### config.mk
export PLATFORM = sky130hd
export DESIGN_NAME = gpr_wb_flat
export DESIGN_NICKNAME = d
export VERILOG_FILES = /design/src/rtl/gpr_wb_if.sv /design/src/rtl/gpr_wb.sv /design/src/flat_wrapper.sv
export SDC_FILE = /design/constraint.sdc
export NUM_CORES = 1
export LEC_CHECK = 0
export CAP_MARGIN = 20
export CORE_ASPECT_RATIO = 1.4
export CORE_MARGIN = 5
export CORE_UTILIZATION = 51
export CTS_BUF_LIST = sky130_fd_sc_hd__clkbuf_8
export CTS_CLUSTER_SIZE = 28
export DETAILED_ROUTE_END_ITERATION = 8
export PLACE_DENSITY_LB_ADDON = 0.1
export SYNTH_ARGS = -nofsm -noshare
export SYNTH_HDL_FRONTEND = slang
export SYNTH_SLANG_ARGS = --single-unit
### constraint.sdc
create_clock -name clk -period 2.7 [get_ports clk]
set_clock_uncertainty 0.05 [all_clocks]
set_input_delay 0.54 -clock clk [delete_from_list [all_inputs] [get_ports clk]]
set_output_delay 0.54 -clock clk [all_outputs]
set_load 0.02 [all_outputs]
### src/rtl/gpr_wb_if.sv
// Writeback-stage bundle: ALU and load-return requests in, GPR write port,
// per-read-port bypass and load-pending flags out.
interface gpr_wb_if #(parameter int LDQ_DEPTH = 4);
    localparam int CW = $clog2(LDQ_DEPTH) + 1;

    logic          alu_val;
    logic [4:0]    alu_adr;
    logic [31:0]   alu_dat;
    logic          alu_rdy;
    logic          ld_val;
    logic [4:0]    ld_adr;
    logic [31:0]   ld_dat;
    logic          ld_rdy;
    logic [4:0]    rd_adr_0, rd_adr_1, rd_adr_2;
    logic          byp_hit_0, byp_hit_1, byp_hit_2;
    logic [31:0]   byp_dat_0, byp_dat_1, byp_dat_2;
    logic          ld_pend_0, ld_pend_1, ld_pend_2;
    logic          wr_en_0;
    logic [4:0]    wr_adr_0;
    logic [31:0]   wr_dat_0;
    logic [CW-1:0] ldq_cnt;

    modport master (
        output alu_val, alu_adr, alu_dat, ld_val, ld_adr, ld_dat,
               rd_adr_0, rd_adr_1, rd_adr_2,
        input  alu_rdy, ld_rdy, byp_hit_0, byp_hit_1, byp_hit_2,
               byp_dat_0, byp_dat_1, byp_dat_2, ld_pend_0, ld_pend_1, ld_pend_2,
               wr_en_0, wr_adr_0, wr_dat_0, ldq_cnt
    );

    modport slave (
        input  alu_val, alu_adr, alu_dat, ld_val, ld_adr, ld_dat,
               rd_adr_0, rd_adr_1, rd_adr_2,
        output alu_rdy, ld_rdy, byp_hit_0, byp_hit_1, byp_hit_2,
               byp_dat_0, byp_dat_1, byp_dat_2, ld_pend_0, ld_pend_1, ld_pend_2,
               wr_en_0, wr_adr_0, wr_dat_0, ldq_cnt
    );
endinterface

### src/rtl/gpr_wb.sv
// GPR writeback stage: merges ALU results and FIFO-buffered load returns into
// one registered GPR write per cycle, with bypass and load-pending lookups.
module gpr_wb #(
    parameter int LDQ_DEPTH = 4
) (
    input logic   clk,
    input logic   rst_n,
    gpr_wb_if.slave wb
);
    localparam int PW  = $clog2(LDQ_DEPTH);
    localparam int CW  = PW + 1;
    localparam int NRD = 3;

    typedef struct packed {
        logic [4:0]  adr;
        logic [31:0] dat;
    } wb_req_t;

    wb_req_t          ldq [LDQ_DEPTH];
    logic [PW-1:0]    rd_ptr, wr_ptr;
    logic [CW-1:0]    cnt;
    logic             full, empty, push, pop, sel_vld;
    wb_req_t          win, wr_q;
    logic             wr_en;
    logic [LDQ_DEPTH-1:0] ent_vld;

    assign full  = (cnt == CW'(LDQ_DEPTH));
    assign empty = (cnt == '0);

    // A full queue preempts the ALU; otherwise the ALU wins over queued loads.
    // A push into an empty queue is not visible to pop until the next cycle.
    assign pop     = full || (!wb.alu_val && !empty);
    assign sel_vld = pop || wb.alu_val;
    assign win     = pop ? ldq[rd_ptr] : wb_req_t'({wb.alu_adr, wb.alu_dat});

    assign wb.alu_rdy = !full;
    assign wb.ld_rdy  = !full || pop;
    assign push       = wb.ld_val && wb.ld_rdy;

    always_ff @(posedge clk) begin
        if (push) ldq[wr_ptr] <= wb_req_t'({wb.ld_adr, wb.ld_dat});
    end

    always_ff @(posedge clk or negedge rst_n) begin
        if (!rst_n) begin
            rd_ptr <= '0;
            wr_ptr <= '0;
            cnt    <= '0;
        end else begin
            if (push) wr_ptr <= wr_ptr + 1'b1;
            if (pop)  rd_ptr <= rd_ptr + 1'b1;
            cnt <= cnt + CW'(push) - CW'(pop);
        end
    end

    // Address/data hold their last value while idle.
    always_ff @(posedge clk or negedge rst_n) begin
        if (!rst_n) begin
            wr_en <= 1'b0;
            wr_q  <= '0;
        end else begin
            wr_en <= sel_vld;
            if (sel_vld) wr_q <= win;
        end
    end

    assign wb.wr_en_0  = wr_en;
    assign wb.wr_adr_0 = wr_q.adr;
    assign wb.wr_dat_0 = wr_q.dat;
    assign wb.ldq_cnt  = cnt;

    // Slot is live when its distance from the head is below the occupancy.
    for (genvar e = 0; e < LDQ_DEPTH; e++) begin : g_ent
        logic [PW-1:0] off;
        assign off        = PW'(e) - rd_ptr;
        assign ent_vld[e] = ({1'b0, off} < cnt);
    end

    logic [NRD-1:0][4:0] rd_adr;
    logic [NRD-1:0]      byp_hit, ld_pend;

    assign rd_adr = {wb.rd_adr_2, wb.rd_adr_1, wb.rd_adr_0};

    for (genvar p = 0; p < NRD; p++) begin : g_rd
        logic [LDQ_DEPTH-1:0] hit;
        for (genvar e = 0; e < LDQ_DEPTH; e++) begin : g_cmp
            assign hit[e] = ent_vld[e] && (ldq[e].adr == rd_adr[p]);
        end
        assign ld_pend[p] = |hit;
        assign byp_hit[p] = wr_en && (wr_q.adr == rd_adr[p]);
    end

    assign wb.byp_hit_0 = byp_hit[0];
    assign wb.byp_hit_1 = byp_hit[1];
    assign wb.byp_hit_2 = byp_hit[2];
    assign wb.byp_dat_0 = wr_q.dat;
    assign wb.byp_dat_1 = wr_q.dat;
    assign wb.byp_dat_2 = wr_q.dat;
    assign wb.ld_pend_0 = ld_pend[0];
    assign wb.ld_pend_1 = ld_pend[1];
    assign wb.ld_pend_2 = ld_pend[2];
endmodule
### src/flat_wrapper.sv
// flat-port wrapper written by rule: the top's interface ports become plain ports
module gpr_wb_flat 
#(
    parameter int LDQ_DEPTH = 4
)
  (clk, rst_n, wb_alu_val, wb_alu_adr, wb_alu_dat, wb_ld_val, wb_ld_adr, wb_ld_dat, wb_rd_adr_0, wb_rd_adr_1, wb_rd_adr_2, wb_alu_rdy, wb_ld_rdy, wb_byp_hit_0, wb_byp_hit_1, wb_byp_hit_2, wb_byp_dat_0, wb_byp_dat_1, wb_byp_dat_2, wb_ld_pend_0, wb_ld_pend_1, wb_ld_pend_2, wb_wr_en_0, wb_wr_adr_0, wb_wr_dat_0, wb_ldq_cnt);
  gpr_wb_if #(.LDQ_DEPTH(LDQ_DEPTH)) wb_i ();
  input logic clk;
  input logic rst_n;
  input wire logic [$bits(wb_i.alu_val)-1:0] wb_alu_val;
  input wire logic [$bits(wb_i.alu_adr)-1:0] wb_alu_adr;
  input wire logic [$bits(wb_i.alu_dat)-1:0] wb_alu_dat;
  input wire logic [$bits(wb_i.ld_val)-1:0] wb_ld_val;
  input wire logic [$bits(wb_i.ld_adr)-1:0] wb_ld_adr;
  input wire logic [$bits(wb_i.ld_dat)-1:0] wb_ld_dat;
  input wire logic [$bits(wb_i.rd_adr_0)-1:0] wb_rd_adr_0;
  input wire logic [$bits(wb_i.rd_adr_1)-1:0] wb_rd_adr_1;
  input wire logic [$bits(wb_i.rd_adr_2)-1:0] wb_rd_adr_2;
  output wire logic [$bits(wb_i.alu_rdy)-1:0] wb_alu_rdy;
  output wire logic [$bits(wb_i.ld_rdy)-1:0] wb_ld_rdy;
  output wire logic [$bits(wb_i.byp_hit_0)-1:0] wb_byp_hit_0;
  output wire logic [$bits(wb_i.byp_hit_1)-1:0] wb_byp_hit_1;
  output wire logic [$bits(wb_i.byp_hit_2)-1:0] wb_byp_hit_2;
  output wire logic [$bits(wb_i.byp_dat_0)-1:0] wb_byp_dat_0;
  output wire logic [$bits(wb_i.byp_dat_1)-1:0] wb_byp_dat_1;
  output wire logic [$bits(wb_i.byp_dat_2)-1:0] wb_byp_dat_2;
  output wire logic [$bits(wb_i.ld_pend_0)-1:0] wb_ld_pend_0;
  output wire logic [$bits(wb_i.ld_pend_1)-1:0] wb_ld_pend_1;
  output wire logic [$bits(wb_i.ld_pend_2)-1:0] wb_ld_pend_2;
  output wire logic [$bits(wb_i.wr_en_0)-1:0] wb_wr_en_0;
  output wire logic [$bits(wb_i.wr_adr_0)-1:0] wb_wr_adr_0;
  output wire logic [$bits(wb_i.wr_dat_0)-1:0] wb_wr_dat_0;
  output wire logic [$bits(wb_i.ldq_cnt)-1:0] wb_ldq_cnt;
  assign wb_i.alu_val = wb_alu_val;
  assign wb_i.alu_adr = wb_alu_adr;
  assign wb_i.alu_dat = wb_alu_dat;
  assign wb_i.ld_val = wb_ld_val;
  assign wb_i.ld_adr = wb_ld_adr;
  assign wb_i.ld_dat = wb_ld_dat;
  assign wb_i.rd_adr_0 = wb_rd_adr_0;
  assign wb_i.rd_adr_1 = wb_rd_adr_1;
  assign wb_i.rd_adr_2 = wb_rd_adr_2;
  assign wb_alu_rdy = wb_i.alu_rdy;
  assign wb_ld_rdy = wb_i.ld_rdy;
  assign wb_byp_hit_0 = wb_i.byp_hit_0;
  assign wb_byp_hit_1 = wb_i.byp_hit_1;
  assign wb_byp_hit_2 = wb_i.byp_hit_2;
  assign wb_byp_dat_0 = wb_i.byp_dat_0;
  assign wb_byp_dat_1 = wb_i.byp_dat_1;
  assign wb_byp_dat_2 = wb_i.byp_dat_2;
  assign wb_ld_pend_0 = wb_i.ld_pend_0;
  assign wb_ld_pend_1 = wb_i.ld_pend_1;
  assign wb_ld_pend_2 = wb_i.ld_pend_2;
  assign wb_wr_en_0 = wb_i.wr_en_0;
  assign wb_wr_adr_0 = wb_i.wr_adr_0;
  assign wb_wr_dat_0 = wb_i.wr_dat_0;
  assign wb_ldq_cnt = wb_i.ldq_cnt;
  gpr_wb #(.LDQ_DEPTH(LDQ_DEPTH)) u_core (.clk(clk), .rst_n(rst_n), .wb(wb_i));
endmodule
---- Word-level counts from Yosys, hierarchy flattened ----
Memory sizes are Yosys's and may differ from the RTL's.
Index checks and enable logic that the tools add are counted.
storage, ports and cells
  flip-flop bits (word level) ............. 45
  memory bits (writable) .................. 148
  input bits .............................. 93
  output and inout port bits .............. 145
  logic and storage cells ................. 65
  memories kept ........................... 1
operators by class
  $add $sub $neg .......................... 8
  magnitude comparators ................... 4
  equality and inequality tests ........... 16
  mux-type cells .......................... 3
  reduce and logical (&&, ||, !) cells .... 27
memory list
  name        depth  width  rd ports  clocked after memory_dff  write ports  RTL line      text
  u_core.ldq  4      37     5         0                         1            gpr_wb.sv:19  wb_req_t ldq [LDQ_DEPTH];
operator list
  operator                                                           number
  5-bit == test                                                      15
  37-bit two-way mux                                                 1
  1-bit logical AND                                                  17
  2-bit by 3-bit < comparator with 1-bit output                      4
  4-bit OR reduction                                                 3
  2-bit by 1-bit adder with 2-bit output, second input constant      2
  1-bit by 2-bit subtractor with 2-bit output, first input constant  2
  2-bit subtractor, first input constant                             2
  3-bit by 1-bit adder with 3-bit output                             1
  3-bit == test, second input constant                               1
  1-bit logical NOT                                                  3
  3-bit logical NOT                                                  1
  1-bit logical OR                                                   3
  3-bit by 1-bit subtractor with 3-bit output                        1
  1-bit two-way mux                                                  2

---- Longest topological paths before layout ----
  word-level depth ........................ 8
  mapped depth ............................ 9
  gate-level depth less buffers ........... 7

---- Worst setup path before layout ----
OpenSTA, ideal clock, no wires.
  kind .................................... flip-flop to output port
  from .................................... reg u_core.rd_ptr[1]
  to ...................................... out wb_ld_pend_0
  arrival ................................. 1,783 ps
  path slack .............................. 327 ps
  cell stages (with the launch flop) ...... 8
  cells stage by stage .................... dfrtp_1 > clkbuf_1 > inv_1 > ha_1 > a21boi_0 > o21ai_0 > nand4_1 > nand4_1
between the ends
  word-level cells in the longest chain between the ends .. 4
RTL lines
  element                                                                          RTL line            text
  start: declaration                                                               gpr_wb.sv:20        logic [PW-1:0] rd_ptr, wr_ptr;
  start signal: assignment                                                         gpr_wb.sv:51        if (pop) rd_ptr <= rd_ptr + 1'b1;
  1-bit by 2-bit subtractor with 2-bit output or 2-bit subtractor (tied branches)  gpr_wb.sv:75        assign off = PW'(e) - rd_ptr;
  2-bit by 3-bit < comparator with 1-bit output                                    gpr_wb.sv:76        assign ent_vld[e] = ({1'b0, off} < cnt);
  1-bit logical AND                                                                gpr_wb.sv:87        assign hit[e] = ent_vld[e] && (ldq[e].adr == rd_adr[p]);
  4-bit OR reduction *                                                             gpr_wb.sv:89        assign ld_pend[p] = |hit;
  end: declaration                                                                 flat_wrapper.sv:27  output wire logic [$bits(wb_i.ld_pend_0)-1:0] wb_ld_pend_0;
Every way passes the cells marked *; elsewhere a longest branch is shown, timed or not.

---- Worst setup path after layout ----
  from .................................... reg u_core.rd_ptr[0]
  to ...................................... out wb_ld_pend_0
Same word-level chain as after synthesis.

==> impl_results.md <==
- Failing checks: negative setup slack
- Worst slew margin: 0.4132
- Worst hold slack: 0.04541 ns
- Worst min path class: in -> async
- Sw frac: 0.3915
- Main combinational cell family by area after synthesis: multiplexers
- Design Power: between 10 and 15 mW
- CP Class: reg -> out
- DRC Markers: 0
- Sequential fraction of the synthesis area: 0.6029
- Clk network pwr share: 0.139
- Reg2reg start: u_core.rd_ptr[0]
- Crit path launch: u_core.rd_ptr[0]
- Most frequent cells in the layout: 225 x clkdlybuf4s50_1, 148 x edfxtp_1, 50 x xor2_1
- CTS tree: yes
- Most common cell after layout, fill and taps aside: clkdlybuf4s50_1
- Chip Height: 169.3 µm
- Nets: 893
- Initial antenna violation count: 0
- Slew @ Worst Pin: 0.8802 ns
- Clock Path Buffers: 2
- Logic pwr share: 0.509
- Pint: 7.993 mW
- Flop pwr share: 0.352
- Outcome: finished, violations left
- H-tree depth: 4
- CP Max Fanout: 2
- Place WS: -0.3755 ns
- Kind of cell adding the most delay to the critical path: flip-flops
- Net switching power: 5.141 mW
- Die Wd: 123.8 µm
- Via count: 5421
- Syn_area_per_cell: 14.64 µm²
- Final hold viol count: 0
- Largest net degree at the start of global routing: 78
- Worst endpoint required time: between 2 and 2.5 ns
- Area of the die: 20950 µm²
- First-pass GRT wire length: 32.13 mm
- Clk pin slew, worst setup/hold paths: 0.10 ns
- Via/cell ratio: 5.198
- Antenna viol nets, final: 0
- Adder-cell share of the synthesized area: 0.01436
- Area Growth Syn to Fin: 26.54%
- Antenna diodes: 0
- Minimum clock period after layout: 2.782 ns
- CTS sink cnt: 193
- Initial DRC count: 221
- Xor/xnor share of the synthesized area: 0.07679
- CTS root buf: clkbuf_8
- First-pass iteration count of the detailed router: 4
- P_leak: 4.304 nW
- YS warnings: 0
- Final worst path period share: 1.030
- Worst Path Buf+Inv: 4
- Mapped cell area: 9239 µm²
- Synth unique cells: 30
- Pwr Density: roughly 1100 nW/µm²
- Congestion Overflow GR: 0
- Worst setup margin: -0.08181 ns
- Number of global-route vias before repair: 5978
- Total GRT Usage: 0.2043
- # port buffers: 236
- Worst path cell trace: xnor2_4, inv_2, ha_4, nor2b_4, a31oi_1, buf_4, buf_6, nand4_1, nand4_1, buf_4
- Slowest stage delay, CP: 0.52 ns
- Cts bufs inserted: 17
- Maximum VDD drop: roughly 0.7 mV
- I/O Pins: between 200 and 250
- Layout Utilization: 0.6522
- Synth Area in Simple Gates: 0.04428
- Net Count, Synth: 734
- Setup crit end kind: output pin
- Max frequency: 359.5 MHz
- Count of final setup violators: 3
- Clock Latency Late Sink: 0.46 ns
- Complex-gate fraction of the synthesized area: 0.02438
- Starting Density: 0.5154
- RSZ-0062 raised after global routing: yes
- Num rows: 58
- Max-slew violations: 0
- Core Area: 17920 µm²
- Share of synthesized area spent on multiplexers: 0.1315
- CP arrival: 2.19 ns
- Final wirelength: between 20 and 25 mm
- Layout cells sized above 1: 0.1606
- CP startpoint kind: flip-flop
- DP Wirelength: 14.97 mm
- #FFs+latches synth: about 190
- Slowest-stage cell, CP: dfrtp_4
- Wirelength per Cell: 19.96 µm
- Max-Cap Viols: 0
- Syn Inst Count: 631
- GPL Wtd Cong: 0.8919
[cells by family (layout without fill, tap and decap cells)]
kind of cell               after synthesis  after routing
DFF                                    193            193
muxes                                   75             75
buffers and inverters                  142            314
AOI/OAI and AO/OA                       44             44
xor gates and xnor gates                81             81
adders and majority gates               10             10
other                                    1              1
and+or+nand+nor                         85             85
[power by group through the flow]
stage	sequential (mW)	combinational [mW]	clock [mW]
floorplan	4.93	4.26	0
global placement	4.63	6.57	0
detailed placement	4.69	6.64	0
CTS	4.63	6.71	1.88
global route	4.76	7.14	2.00
finish	4.63	6.68	1.82
[final cells by class]
cell class                 instances  area, µm²
fill                            1349       6233
sequential                       193       5575
multi-input combinational        296       2751
timing repair buffer             275       2639
tap                              240      300.3
clock buffer                      17      234.0
clock inverter                    15      165.2
inverter                           7      26.28
[Yosys cell counts]
cell type	count	area [µm²]
nand2_1	4	15.01
or2_2	1	6.260
and2_1	4	25.02
xor2_1	50	437.9
buf_2	10	50.05
buf_6	8	90.09
edfxtp_1	148	4444
a31oi_1	2	12.51
buf_1	1	3.750
buf_4	98	735.7
ha_1	9	112.6
a21boi_0	1	7.510
fa_1	1	20.02
mux2_2	1	11.26
inv_1	7	26.28
nor2b_1	2	12.51
nor2_1	39	146.4
nor4_1	3	18.77
dfrtp_1	45	1126
o21ai_0	3	15.01
nand4_1	15	93.84
mux2i_1	37	370.4
nand2b_1	2	12.51
a21oi_1	38	190.2
xnor2_1	31	271.5
clkbuf_1	18	67.56
and3_1	3	18.77
conb_1	1	3.750
nor3_1	12	60.06
mux4_2	37	833.3
[what timing repair did]
action / in CTS / in global routing
hold buffers: 0 / 0
buffers inserted: 2 / 1
setup endpoints to repair: 6 / 6
gates resized for setup: 24 / 15
pin swaps: 5 / 4
[worst reg2reg max path: cells and delay by family (launching register included)]
family / cells / cell delay (ns)
AOI/OAI and AO/OA: 1 / 0.06
buffers and inverters: 2 / 0.79
and+or+nand+nor: 1 / 0.12
muxes: 1 / 0.63
DFF: 1 / 0.46
[layer usage]
layer  part of all wire  track usage  up-vias
met4              0.018      0.07036        0
met3              0.045      0.04301       25
li1                   -            -     2505
met5                  0            0        -
met1               0.38       0.2356     2741
met2               0.56       0.3716      150
[metrics by stage]
stage	std cells	TNS [ns]	area, µm²
after floorplan	631	0	9239
after global placement	1008	-1.656	11220
after detailed placement	1008	-1.793	11220
after CTS	1042	-0.2173	11650
after global routing	1043	-0.5064	11690
final	1043	-0.1294	11690
[final timing paths]
kind	end	slack (ns)	depth (start not counted)
max in group asynchronous	u_core.wb.byp_dat_0[4]	1.89	2
hold reg to reg	u_core.wr_ptr[0]	0.50	1
min in group clk	u_core.wr_ptr[0]	0.50	1
setup / recovery	wb_ld_pend_0	-0.08	10
hold / removal	u_core.wb.byp_dat_0[30]	0.05	1
setup reg to reg	u_core.wb.byp_dat_0[14]	0.43	5
[sequential cells by signal, summed over array words and instances, names as in the netlist]
name and count:
u_core.wb.wr_adr_0 5, u_core.wr_ptr 2, u_core.wb.byp_dat_0 32, u_core.wb.ldq_cnt 3, u_core.ldq 148, u_core.rd_ptr 2
u_core.wb.wr_en_0 1
(Power assumes the default switching activity.)
